===== config.mk =====
export PLATFORM = sky130hd
export DESIGN_NAME = i2c_scl_gen
export DESIGN_NICKNAME = d
export VERILOG_FILES = /design/src/rtl/i2c_scl_gen.sv
export SDC_FILE = /design/constraint.sdc
export NUM_CORES = 1
export LEC_CHECK = 0
export ABC_AREA = 1
export BUFFER_PORTS_ARGS = -buffer_cell sky130_fd_sc_hd__buf_4
export CORE_ASPECT_RATIO = 1.2
export CORE_MARGIN = 2
export CORE_UTILIZATION = 30
export DETAILED_ROUTE_END_ITERATION = 10
export GPL_ROUTABILITY_DRIVEN = 0
export HOLD_SLACK_MARGIN = 0.05
export PLACE_DENSITY_LB_ADDON = 0.12
export SLEW_MARGIN = 20
export SYNTH_ARGS = -nofsm -noshare
export SYNTH_HDL_FRONTEND = slang
export SYNTH_SLANG_ARGS = --single-unit

===== constraint.sdc =====
create_clock -name clk -period 5.2 [get_ports clk]
set_input_delay 0.26 -clock clk [delete_from_list [all_inputs] [get_ports clk]]
set_output_delay 0.26 -clock clk [all_outputs]
set_load 0.02 [all_outputs]

===== src/rtl/i2c_scl_gen.sv =====
// I2C master SCL generator: four-phase SCL period from a fixed clk divider,
// open-drain drive via scl_oe, clock-stretch hold with a sticky timeout flag.
module i2c_scl_gen #(
  parameter int DIVIDER = 250,
  parameter int CNT_W   = 10,
  parameter int TIMEOUT = 10000,
  parameter int TO_W    = 14
) (
  input  logic       clk,
  input  logic       rst,
  input  logic       ena,
  input  logic       scl_in,
  input  logic       err_clr,
  output logic       scl_oe,
  output logic       data_clk,
  output logic       switch_range,
  output logic [1:0] phase,
  output logic       stretching,
  output logic       busy,
  output logic       timeout_err,
  output logic [1:0] state_dbg
);

  typedef enum logic [1:0] {
    IDLE    = 2'd0,
    RUN     = 2'd1,
    STRETCH = 2'd2
  } state_e;

  localparam logic [CNT_W-1:0] Q1      = CNT_W'(DIVIDER);
  localparam logic [CNT_W-1:0] Q2      = CNT_W'(2 * DIVIDER);
  localparam logic [CNT_W-1:0] Q3      = CNT_W'(3 * DIVIDER);
  localparam logic [CNT_W-1:0] LAST    = CNT_W'(4 * DIVIDER - 1);
  localparam logic [TO_W-1:0]  TO_LAST = TO_W'(TIMEOUT - 1);

  state_e           state_q, state_d;
  logic [CNT_W-1:0] cnt_q, cnt_d;
  logic [TO_W-1:0]  to_cnt_q, to_cnt_d;
  logic             timeout_err_q, timeout_err_d;
  logic             scl_oe_q, scl_oe_d;
  logic             data_clk_q, data_clk_d;
  logic             switch_range_q, switch_range_d;
  logic [1:0]       phase_q, phase_d;
  logic             stretching_q, stretching_d;
  logic             busy_q, busy_d;
  logic             run_d;

  always_comb begin
    state_d       = state_q;
    cnt_d         = cnt_q;
    to_cnt_d      = to_cnt_q;
    timeout_err_d = timeout_err_q & ~err_clr;

    case (state_q)
      IDLE: begin
        cnt_d = '0;
        if (ena) state_d = RUN;
      end
      RUN: begin
        if (cnt_q == LAST) begin
          // Stop is only honoured at the period boundary.
          cnt_d = '0;
          if (!ena) state_d = IDLE;
        end else if (cnt_q == Q2 && !scl_in) begin
          state_d  = STRETCH;
          to_cnt_d = '0;
        end else begin
          cnt_d = cnt_q + 1'b1;
        end
      end
      STRETCH: begin
        if (scl_in) begin
          state_d = RUN;
          cnt_d   = Q2 + 1'b1;
        end else if (to_cnt_q == TO_LAST) begin
          state_d       = IDLE;
          cnt_d         = '0;
          timeout_err_d = 1'b1;
        end else begin
          to_cnt_d = to_cnt_q + 1'b1;
        end
      end
      default: begin
        state_d = IDLE;
        cnt_d   = '0;
      end
    endcase

    // Outputs are decoded from the next state so the flops present the
    // current state's decode without any input-to-output path.
    run_d          = (state_d != IDLE);
    scl_oe_d       = run_d && (cnt_d < Q2);
    data_clk_d     = run_d && (cnt_d >= Q1) && (cnt_d < Q3);
    switch_range_d = run_d && (cnt_d >= Q2) && (cnt_d < Q3);
    if (!run_d)          phase_d = 2'd0;
    else if (cnt_d < Q1) phase_d = 2'd0;
    else if (cnt_d < Q2) phase_d = 2'd1;
    else if (cnt_d < Q3) phase_d = 2'd2;
    else                 phase_d = 2'd3;
    stretching_d   = (state_d == STRETCH);
    busy_d         = run_d;
  end

  always_ff @(posedge clk) begin
    if (rst) begin
      state_q        <= IDLE;
      cnt_q          <= '0;
      to_cnt_q       <= '0;
      timeout_err_q  <= 1'b0;
      scl_oe_q       <= 1'b0;
      data_clk_q     <= 1'b0;
      switch_range_q <= 1'b0;
      phase_q        <= 2'd0;
      stretching_q   <= 1'b0;
      busy_q         <= 1'b0;
    end else begin
      state_q        <= state_d;
      cnt_q          <= cnt_d;
      to_cnt_q       <= to_cnt_d;
      timeout_err_q  <= timeout_err_d;
      scl_oe_q       <= scl_oe_d;
      data_clk_q     <= data_clk_d;
      switch_range_q <= switch_range_d;
      phase_q        <= phase_d;
      stretching_q   <= stretching_d;
      busy_q         <= busy_d;
    end
  end

  assign scl_oe       = scl_oe_q;
  assign data_clk     = data_clk_q;
  assign switch_range = switch_range_q;
  assign phase        = phase_q;
  assign stretching   = stretching_q;
  assign busy         = busy_q;
  assign timeout_err  = timeout_err_q;
  assign state_dbg    = state_q;

endmodule


==> results.md <==
- Grt peak-use layer: met2
- Post-Synth XOR/XNOR Area: 0.01158
- Commonest non-fill, non-tap cells in the layout: nand2_1, nor2_1, inv_1
- Root Driver: clkbuf_8
- Maximum number of pins on one net before global-route repair: 14
- Largest family of logic cells by synthesized area: simple AND/OR/NAND/NOR gates
- Netlist cell types: 38
- Hold Path End: cnt_q[8]$_SDFF_PP0_
- Number of max-cap violations: 0
- Seq. cell area: 680.7 µm²
- I/O Pins: 15
- Pre-Repair DR Iteration Count: 4
- M1 GR Usage: 0.1734
- CTS Buffer Depth: 2
- WL per Instance: 13.03 µm
- CTS resizes: 0
- Min-delay src: rst
- Mapped cell area: 2270 µm²
- HPWL after detailed placement: 4728 µm
- Ant diodes: 0
- Setup TNS: 0 ps
- Hold Crit Class: in -> reg
- H-tree depth: 2
- Core area: 7274 µm²
- GRT overflow: 0
- Simple-gate share of the synthesized area: 0.4691
- CP cell instances: inv_1, ha_1, inv_1, nor2_1, nand2_2, o21ai_2, nand2_2, inv_2, nand3_4, nor2_2, nand2_1, nor2_1, nor2_1
- Die Ht: 99.28 µm
- Syn nets: 365
- Worst r2r path cells: 13
- Full die area: 8280 µm²
- Initial antenna violation count: 0
- Ys async rst share: 0
- CP required: 5380 ps
- Worst-path fanout max: 11
- Outcome: finished clean
- Gr usage total: 0.1560
- Syn. warnings: 0
- Finished Cell Area: 2559 µm²
- GR Layer Usage met3: 0.02905
- First-pass GRT wire length: 10370 µm
- Worst stage delay on the critical path: 480 ps
- Worst R2R End: to_cnt_q[11]$_SDFFE_PP0P_
- Clk_lat worst skew: 290 ps
- Crit Path Class: reg -> reg
- Layout cell share with drive strength beyond 1: 0.1572
- Area of the multi-input gates: 1349 µm²
- Fin. Hold Viols: 0
- Synth Area in Compound Gates: 0.07497
- Most common cell after layout, fill and taps aside: nand2_1
- Crit share post-route: 0.4846
- PD cells: 226.0 nW/µm²
- Leakage: 1.104 nW
- R2r setup slk: 2680 ps
- DRC Markers: 0
- Worst slew pin tran: 500.0 ps
- IO Port Bufs: 14
- CTS tree: yes
- Fin crit period: 2520 ps
- Count of pins over their slew limit: 0
- Hold path cells: 2
- Hold_buf cts: 0
- Unrepaired setup endpoints after global routing: false
- Total CTS buffers: 5
- Area share of fa/ha/maj cells after synthesis: 0.03859
- Post-route ant nets: 0
- Post-synth EDFFs: 0
- Slowest CP cell: ha_1
- P&R area growth vs syn: 12.73%
- CP arrival: 2700 ps
- Syn Area/Cell: 6.430 µm²
- CP most frequent cell: nor2_1
- # rows: 34
- Worst hold slack: 238.8 ps
- Max_slew headroom: 0.6667
- Clock sink count: 34
- Post-DP Area: 2446 µm²
- Initial Util: 0.3120
- Total Wirelength: 5981 µm
- Post-CTS Setup Repair Bufs: 0
- Die X: 83.40 µm
- Most common flop cell mapped by yosys: dfxtp_1
- Vias: 2205
- Peak supply drop: 0.1477 mV
- Crit end category: flip-flop
- Mux cell area share after synthesis: 0
- Fin nets: 381
- FMAX: 396.8 MHz
- GR Util met2: 0.2835
- # fillers: 814
- Post-synthesis instance total: 353
- Reg2Reg Launch Point: state_dbg[0]$_SDFF_PP0_
- DR vias/cell: 4.804
- Layout Skew: 8.129 ps
- Seq/Total Area, Yosys: 0.2999
- Final setup violation count: 0
- Clock transition at path regs: 80 ps
- DRT iter0 DRCs: 94
- Synthesized flop and latch total: 34
- Number of global-route vias before repair: 2157
- Critical Path Source Type: flip-flop
[through the flow]
| step | utilization | total power [mW] | worst slack, ps | std cells |
|---|---|---|---|---|
| final | 0.3517 | 0.5782 | 2680 | 459 |
| after global routing | 0.3517 | 0.6030 | 2292 | 459 |
| after CTS | 0.3517 | 0.5869 | 2657 | 459 |
| after detailed placement | 0.3363 | 0.3322 | 2682 | 452 |
| after global placement | 0.3363 | 0.3326 | 2801 | 452 |
| after floorplan | - | 0.3174 | 3368 | 353 |
[critical path, delay by kind of cell (launching register included)]
family                   cells  cell delay (ps)
adder cells (fa/ha/maj)      1              480
AND/OR/NAND/NOR              8             1020
AO/OA/AOI/OAI                1               70
flip-flops                   1              350
buffers and inverters        3              490
[Yosys cell counts (all sizes together), types with 2 or more instances]
library cell,count,area [µm²]
nand3b,2,15.01
nor3,13,81.33
xor2,3,26.28
nor4,3,33.78
buf,2,16.26
nand3,44,247.7
nand4,5,31.28
nand2,96,392.9
dfxtp,34,680.7
nor2,56,242.7
a21oi,13,65.06
inv,52,195.2
clkbuf,3,25.02
o21ai,13,83.84
ha,7,87.58
[cell type report]
cell class / instances / share of cell area
clock buffer: 6 / 0.03227
clock inverter: 1 / 0.01174
inverter: 53 / 0.07775
multi-input combinational: 261 / 0.5271
sequential: 34 / 0.2660
tap: 90 / 0.04401
timing repair buffer: 14 / 0.04108
[logic make-up (layout without fill, tap and decap cells)]
family,count (synthesis),count (layout)
compound gates,29,29
xor+xnor,3,3
fa+ha+maj,7,7
buf+inv,58,74
flops,34,34
simple gates,222,222
[metal layers]
| layer | vias up | wire length [µm] |
|---|---|---|
| met2 | 46 | 3023 |
| li1 | 1151 | - |
| met4 | 0 | 184 |
| met5 | - | 0 |
| met1 | 994 | 2596 |
| met3 | 14 | 176 |
[sequential cells by signal (all words and copies together) (netlist names)]
signal / count
to_cnt_q: 14
busy: 1
switch_range: 1
stretching: 1
state_dbg: 2
timeout_err: 1
scl_oe: 1
cnt_q: 10
phase: 2
data_clk: 1
[power breakdown]
part / switching [mW] / leakage (nW) / internal, mW
clock network: 0.0995 / 0.0573 / 0.153
registers: 0.00311 / 0.275 / 0.265
logic: 0.0404 / 0.772 / 0.0171
[how the worst max path moves through the flow]
stage | start | endpoint | slack (ps) | cells after the start
2_1_floorplan | state_dbg[0]$_SDFF_PP0_ | switch_range$_SDFF_PP0_ | 3370 | 11
3_3_place_gp | state_dbg[0]$_SDFF_PP0_ | to_cnt_q[11]$_SDFFE_PP0P_ | 2800 | 13
3_5_place_dp | state_dbg[0]$_SDFF_PP0_ | to_cnt_q[11]$_SDFFE_PP0P_ | 2680 | 13
4_1_cts | state_dbg[0]$_SDFF_PP0_ | to_cnt_q[11]$_SDFFE_PP0P_ | 2660 | 13
5_1_grt | state_dbg[0]$_SDFF_PP0_ | to_cnt_q[11]$_SDFFE_PP0P_ | 2290 | 14
6_report | state_dbg[0]$_SDFF_PP0_ | to_cnt_q[11]$_SDFFE_PP0P_ | 2680 | 13
(Power assumes the default switching activity.)
